===== src/rtl/deadlock_pkg.sv =====
// rtl/deadlock_pkg.sv - shared state encoding and index helper for deadlock monitoring
package deadlock_pkg;

   typedef enum logic [1:0] {
      ST_IDLE = 2'd0,
      ST_HOLD = 2'd1,
      ST_WAIT = 2'd2
   } state_t;

   // Lowest set bit index of vec, or -1 when vec is empty.
   function automatic int first_set_idx(input logic [31:0] vec);
      int idx;
      idx = -1;
      for (int i = 31; i >= 0; i--) begin
         if (vec[i]) idx = i;
      end
      return idx;
   endfunction

endpackage


===== src/rtl/deadlock_stall_counter.sv =====
// rtl/deadlock_stall_counter.sv - saturating stall counter with sticky detection flag
module deadlock_stall_counter #(
   parameter int STALL_CYCLES = 16,
   parameter int W = $clog2(STALL_CYCLES + 1)
) (
   input  logic         clock,
   input  logic         reset,
   input  logic         stall,
   output logic [W-1:0] count,
   output logic         detect
);

   localparam logic [W-1:0] LIMIT = W'(STALL_CYCLES);

   always_ff @(posedge clock or negedge reset) begin
      if (!reset) begin
         count  <= '0;
         detect <= 1'b0;
      end else begin
         if (!stall)
            count <= '0;
         else if (count != LIMIT)
            count <= count + 1'b1;
         // flag rises on the same edge the count lands on LIMIT
         if (stall && (count >= LIMIT - 1'b1))
            detect <= 1'b1;
      end
   end

endmodule


===== src/rtl/deadlock_proc_monitor.sv =====
// rtl/deadlock_proc_monitor.sv - per-process stall detection and token-passing cycle walk
module deadlock_proc_monitor
   import deadlock_pkg::*;
#(
   parameter int PROC_NUM     = 4,
   parameter int PROC_ID      = 0,
   parameter int STALL_CYCLES = 16
) (
   input  logic                clock,
   input  logic                reset,
   input  logic                proc_blocked,
   input  logic [PROC_NUM-1:0] dep_vec,
   input  logic [PROC_NUM-1:0] blocked_vec,
   input  logic                dl_detect_in,
   input  logic [PROC_NUM-1:0] origin,
   input  logic                token_clear,
   input  logic                token_in,
   output logic                dl_out,
   output logic [PROC_NUM-1:0] token_out_vec,
   output logic                dl_detect_local
);

   localparam int CW = $clog2(STALL_CYCLES + 1);

   logic                stall;
   logic [CW-1:0]       count;
   logic [PROC_NUM-1:0] succ_mask;
   logic [PROC_NUM-1:0] succ_onehot;
   int                  succ_idx;
   state_t              state;
   logic                is_origin;

   assign stall = proc_blocked && ((dep_vec & ~blocked_vec) == '0) && (dep_vec != '0);

   deadlock_stall_counter #(
      .STALL_CYCLES(STALL_CYCLES),
      .W           (CW)
   ) u_cnt (
      .clock (clock),
      .reset (reset),
      .stall (stall),
      .count (count),
      .detect(dl_detect_local)
   );

   // self-dependence never names a successor
   assign succ_mask = dep_vec & blocked_vec & ~(PROC_NUM'(1) << PROC_ID);
   assign succ_idx  = first_set_idx(32'(succ_mask));

   always_comb begin
      succ_onehot = '0;
      if (succ_idx >= 0) succ_onehot = PROC_NUM'(1) << succ_idx;
   end

   always_ff @(posedge clock or negedge reset) begin
      if (!reset) begin
         state         <= ST_IDLE;
         is_origin     <= 1'b0;
         dl_out        <= 1'b0;
         token_out_vec <= '0;
      end else if (!dl_detect_in) begin
         state         <= ST_IDLE;
         is_origin     <= 1'b0;
         dl_out        <= dl_detect_local;
         token_out_vec <= '0;
      end else if (token_clear) begin
         state         <= ST_IDLE;
         is_origin     <= 1'b0;
         dl_out        <= 1'b0;
         token_out_vec <= '0;
      end else begin
         dl_out        <= 1'b0;
         token_out_vec <= '0;
         case (state)
            ST_IDLE: begin
               if (origin[PROC_ID]) begin
                  state         <= ST_HOLD;
                  is_origin     <= 1'b1;
                  token_out_vec <= succ_onehot;
               end else if (token_in) begin
                  state         <= ST_HOLD;
                  is_origin     <= 1'b0;
                  dl_out        <= 1'b1;
                  token_out_vec <= succ_onehot;
               end
            end
            ST_HOLD: state <= ST_WAIT;
            ST_WAIT: begin
               if (is_origin && token_in) dl_out <= 1'b1;
            end
            default: state <= ST_IDLE;
         endcase
      end
   end

endmodule


===== config.mk =====
export PLATFORM = sky130hd
export DESIGN_NAME = deadlock_proc_monitor
export DESIGN_NICKNAME = d
export VERILOG_FILES = /design/src/rtl/deadlock_pkg.sv /design/src/rtl/deadlock_stall_counter.sv /design/src/rtl/deadlock_proc_monitor.sv
export SDC_FILE = /design/constraint.sdc
export NUM_CORES = 1
export LEC_CHECK = 0
export CAP_MARGIN = 10
export CORE_AREA = 2 2 42 44
export DETAILED_ROUTE_END_ITERATION = 10
export DIE_AREA = 0 0 44 46
export PLACE_DENSITY = 0.76
export SYNTH_ARGS = -nofsm -noshare
export SYNTH_HDL_FRONTEND = slang
export SYNTH_SLANG_ARGS = --single-unit
export TNS_END_PERCENT = 1

===== constraint.sdc =====
create_clock -name clock -period 2.28 [get_ports clock]
set_input_delay 0.456 -clock clock [delete_from_list [all_inputs] [get_ports clock]]
set_output_delay 0.456 -clock clock [all_outputs]
set_load 0.03 [all_outputs]

# == Yosys cells after proc, flatten, opt, wreduce, memory -nomap -nowiden ==
# Cells that the tools add are included.
# word_totals
in_bits,18
elab_cells,57
out_inout_bits,6
reg_bits,14
# classes
mux,27
add_sub_neg,1
shifts,1
n_eq_ne,8
bitwise_logic,3
reduce_logical,9
n_lt_le_gt_ge,2
# op_table
operator,count
$mux 32,3
$ge 32x1->1 const B,1
$shl 1x32->4 const A,1
$mux 4,6
$mux 1,10
$mux 5,2
$ne 5x5->1 const B,2
$and 4x4->4,2
$mux 2,4
$pmux 2 s3,1
$add 5x1->5 const B,1
$ge 5x4->1 const B,1
$logic_and 1x1->1,4
$logic_not 4->1,1
$ne 4x1->1 const B,1
$not 4->4,1
$reduce_and 2->1,2
$reduce_bool 4->1,1
$ne 3x1->1 const B,1
$ne 3x3->1 const B,1
$eq 2x1->1 const B,1
$eq 2x2->1 const B,1
$logic_not 2->1,1
$ne 2x2->1 const B,1
$pmux 1 s2,1

# == Longest topological paths before layout ==
# depth
depth_word,11
depth_mapped,5

# == Cells and area by module ==
# From an unflattened synthesis, not the netlist that was laid out.
# unflattened
cells_unflattened,69
hier_area_um2,719.4
# modules_own_cells
module,seq_area_each_um2,area_per_inst_um2,n_inst,cells_per_inst
deadlock_proc_monitor,200.2,381.6,1,37
deadlock_stall_counter,150.1,337.8,1,32

# == Worst setup path before layout ==
# No wires, ideal clock.
# synth_timing
path_kind,input port to flip-flop
startpoint,input dep_vec[2]
endpoint,register u_cnt.detect
t_arrival_ns,1.226
setup_slack_ns,0.913
cell_stages,3
t_required_ns,2.140
cell_sequence,or4_1 -> nand3_1 -> o31ai_1
# synth_via
elab_chain_len,5
# synth_rtl
element,line_no,rtl
start: declaration,deadlock_proc_monitor.sv:12,"input logic [PROC_NUM-1:0] dep_vec,"
$and 4x4->4,deadlock_proc_monitor.sv:33,assign stall = proc_blocked && ((dep_vec & ~blocked_vec) == '0) && (dep_vec != '0);
$logic_not 4->1,deadlock_proc_monitor.sv:33,
$logic_and 1x1->1,deadlock_proc_monitor.sv:33,
$logic_and 1x1->1 *,deadlock_proc_monitor.sv:33,
$logic_and 1x1->1 *,deadlock_stall_counter.sv:25,if (stall && (count >= LIMIT - 1'b1))
end signal: assignment,deadlock_stall_counter.sv:18,detect <= 1'b0;
end signal: assignment,deadlock_stall_counter.sv:26,detect <= 1'b1;
end: declaration,deadlock_stall_counter.sv:10,output logic detect
# Every way passes the cells marked *; elsewhere a longest branch is shown, timed or not.
# A chain may end at the register's enable or synchronous reset.

# == Final worst setup path ==
# layout_timing
startpoint,register u_cnt.detect
endpoint,output dl_detect_local
# layout_rtl
element,line_no,rtl
end: declaration,deadlock_proc_monitor.sv:20,output logic dl_detect_local
# No word-level cell between the ends.

==> metrics.cfg <==
[timing]
period_needed_ps = 1790
fmax_mhz = 560
rsz0062_at_grt = false
setup_viol = 0
setup_ws_ps = 493
tns_ps = 0
tightest_slew_ps = 609
slew_headroom_pct = 59.3
slew_viol_final = 0
timing.final.crit_share_pct = 78.4
hold_violations = 0
skew_ps = 3.82
finalHoldWorstSlack_ps = 513

[setup_path]
cpLargestDelayFamily = buffers and inverters
worstSetupEndpointType = primary output
start_kind = register
cp_max_fo = 3
cp.arrival_ps = 1330
slowest_delay_ps = 680
crit_chain = clkdlybuf4s50_1
cp_num_buf_inv = 1
critical_path_required_ps = 1820
criticalPathCategory = reg -> out
slowest_stage = clkdlybuf4s50_1

[final_layout]
drive_gt1_share_pct = 8.89
num_antenna_cells = 0
fin_cells = 107
fill_cells = 147
area_delta_synth_final_pct = 37.5
nets = 112

[die]
initial_utilization_pct = 42.6
die_width_um = 44
core_um2 = 1610
core.rowCount = 15
die_y_um = 46
fp.dieArea_um2 = 2020
io_pins = 24

[cts]
cts-buffers-inserted = 3
clk_pin_slew_worst_paths_ps = 80
postCtsHoldBufs = 0
cts.sinks = 14
post_cts_buffers = 0
insertion_delay_ps = 270
cts-root-buf = clkbuf_4
cts_tree = built
ctsResizeCount = 0
cts.path.max_buffers = 2
h-tree-depth = 1

[yosys]
syn_area_um2 = 688
syn_avg_cell_area_um2 = 10.4
synth_cell_types = 24
yosys_warnings = 0
yosys.area_share.adder_pct = 5.45
synth_xor_area_share_pct = 5.09
synth_top_family_by_area = simple AND/OR/NAND/NOR gates
postSynthCellCount = 66
synth-compound-area-share_pct = 6.18
synth.mux.area_fraction_pct = 1.45
syn_nets = 87
synth-simple-area-share_pct = 26.0
synth_seq_area_share_pct = 50.9
ys_seq_elements = 14

[power]
ir_worst_vdd_uv = 263
power_mw = 0.509
p_leak_nw = 0.421
p_per_area_nw_per_um2 = 538

[placement]
dp_slack_ps = 386
dp_cells = 103
dp_hpwl_um = 949
port_buffers = 20
routabilityCongestion = 0.704

[route]
drt_iter0_drc = 5
ant_nets = 0
via_per_inst = 5.13
dr.pass1.iters = 3
via_count = 549
wire_per_inst_um = 11.2
drc = 0
routed_wl_um = 1200

[run_status]
status = finished, final reports clean

[grt]
grt_max_degree = 15
antenna_found_initial = 0
grt_pass1_vias = 505
grt_pass1_wl_um = 2050
grt_overflow = 0
track_usage_pct = 14.3

[hold_path]
min_path_type = reg -> reg

[job]
drv_cap = 0

stage by stage:
step | utilization [%] | instance area (um^2)
floorplan | - | 688
global placement | 56.4 | 910
detailed placement | 56.4 | 910
CTS | 58.6 | 946
global route | 58.6 | 946
finish | 58.6 | 946
cells by family (layout without fill, tap and decap cells):
kind of cell               count (synthesis)  count (layout)
muxes                                      1               1
xor gates and xnor gates                   4               4
and+or+nand+nor                           29              29
DFF                                       14              14
adders and majority gates                  3               3
other                                      1               1
AOI/OAI and AO/OA                          6               6
buffers and inverters                      8              32
metal layers:
layer	vias up	share of wire (%)	global-route usage, %
li1	279	-	-
met1	253	43	16.3
met2	17	52	24.7
met3	0	4.6	3.57
met4	0	0	7.27
met5	-	0	0
power breakdown:
group	internal [mW]	switching [mW]
logic	0.0388	0.0331
registers	0.255	0.00530
clock network	0.0970	0.0797
total	0.391	0.118
final cells by class:
| type | count | area [um^2] | area share, % |
|---|---|---|---|
| Sequential cell | 14 | 350 | 37.0 |
| Multi-Input combinational cell | 44 | 308 | 32.5 |
| Timing Repair Buffer | 20 | 200 | 21.2 |
| Clock buffer | 4 | 36.3 | 3.84 |
| Inverter | 8 | 30.0 | 3.17 |
| Tap cell | 17 | 21.3 | 2.25 |
sequential cells by signal, summed over array words and instances (netlist names):
signal and flops:
u_cnt.count 5, token_out_vec 4, u_cnt.detect 1, dl_out 1, state 2, is_origin 1
cells in the mapped netlist:
cell | number | area [um^2]
dfrtp_1 | 14 | 350
inv_1 | 8 | 30.0
nor2_1 | 5 | 18.8
nor3_1 | 5 | 25.0
nand2b_1 | 4 | 25.0
ha_1 | 3 | 37.5
nand2_1 | 3 | 11.3
nand3_1 | 3 | 15.0
xnor2_1 | 3 | 26.3
a21oi_1 | 2 | 10.0
nor3b_2 | 2 | 25.0
o31ai_1 | 2 | 15.0
and3_1 | 1 | 6.26
and4_1 | 1 | 8.76
and4bb_2 | 1 | 12.5
conb_1 | 1 | 3.75
mux2i_1 | 1 | 10.0
nor2b_1 | 1 | 6.26
nor4_1 | 1 | 6.26
o221ai_1 | 1 | 8.76
o41ai_1 | 1 | 8.76
or4_1 | 1 | 7.51
or4_4 | 1 | 11.3
xor2_1 | 1 | 8.76
path summary, 6_finish.rpt:
check	startpoint	endpoint	slack [ps]	cells after the start
max	u_cnt.detect	dl_detect_local	490	1
min	u_cnt.detect	u_cnt.detect	510	2
max reg2reg	u_cnt.count[1]	u_cnt.count[4]	890	5
min in group asynchronous	reset	token_out_vec[0]	560	1
max in group asynchronous	reset	u_cnt.count[1]	1330	1
min reg2reg	u_cnt.detect	u_cnt.detect	510	2
cell usage in the layout, fill, tap and decap left out, types with 3 or more instances in the layout:
cell type,Yosys,layout
xnor2_1,3,3
nand3_1,3,3
dfrtp_1,14,14
nor2_1,5,5
inv_1,8,8
nand2b_1,4,4
clkbuf_4,0,3
nor3_1,5,5
clkdlybuf4s50_1,0,20
ha_1,3,3
nand2_1,3,3
Note: power is estimated with default switching activity, not from simulation.
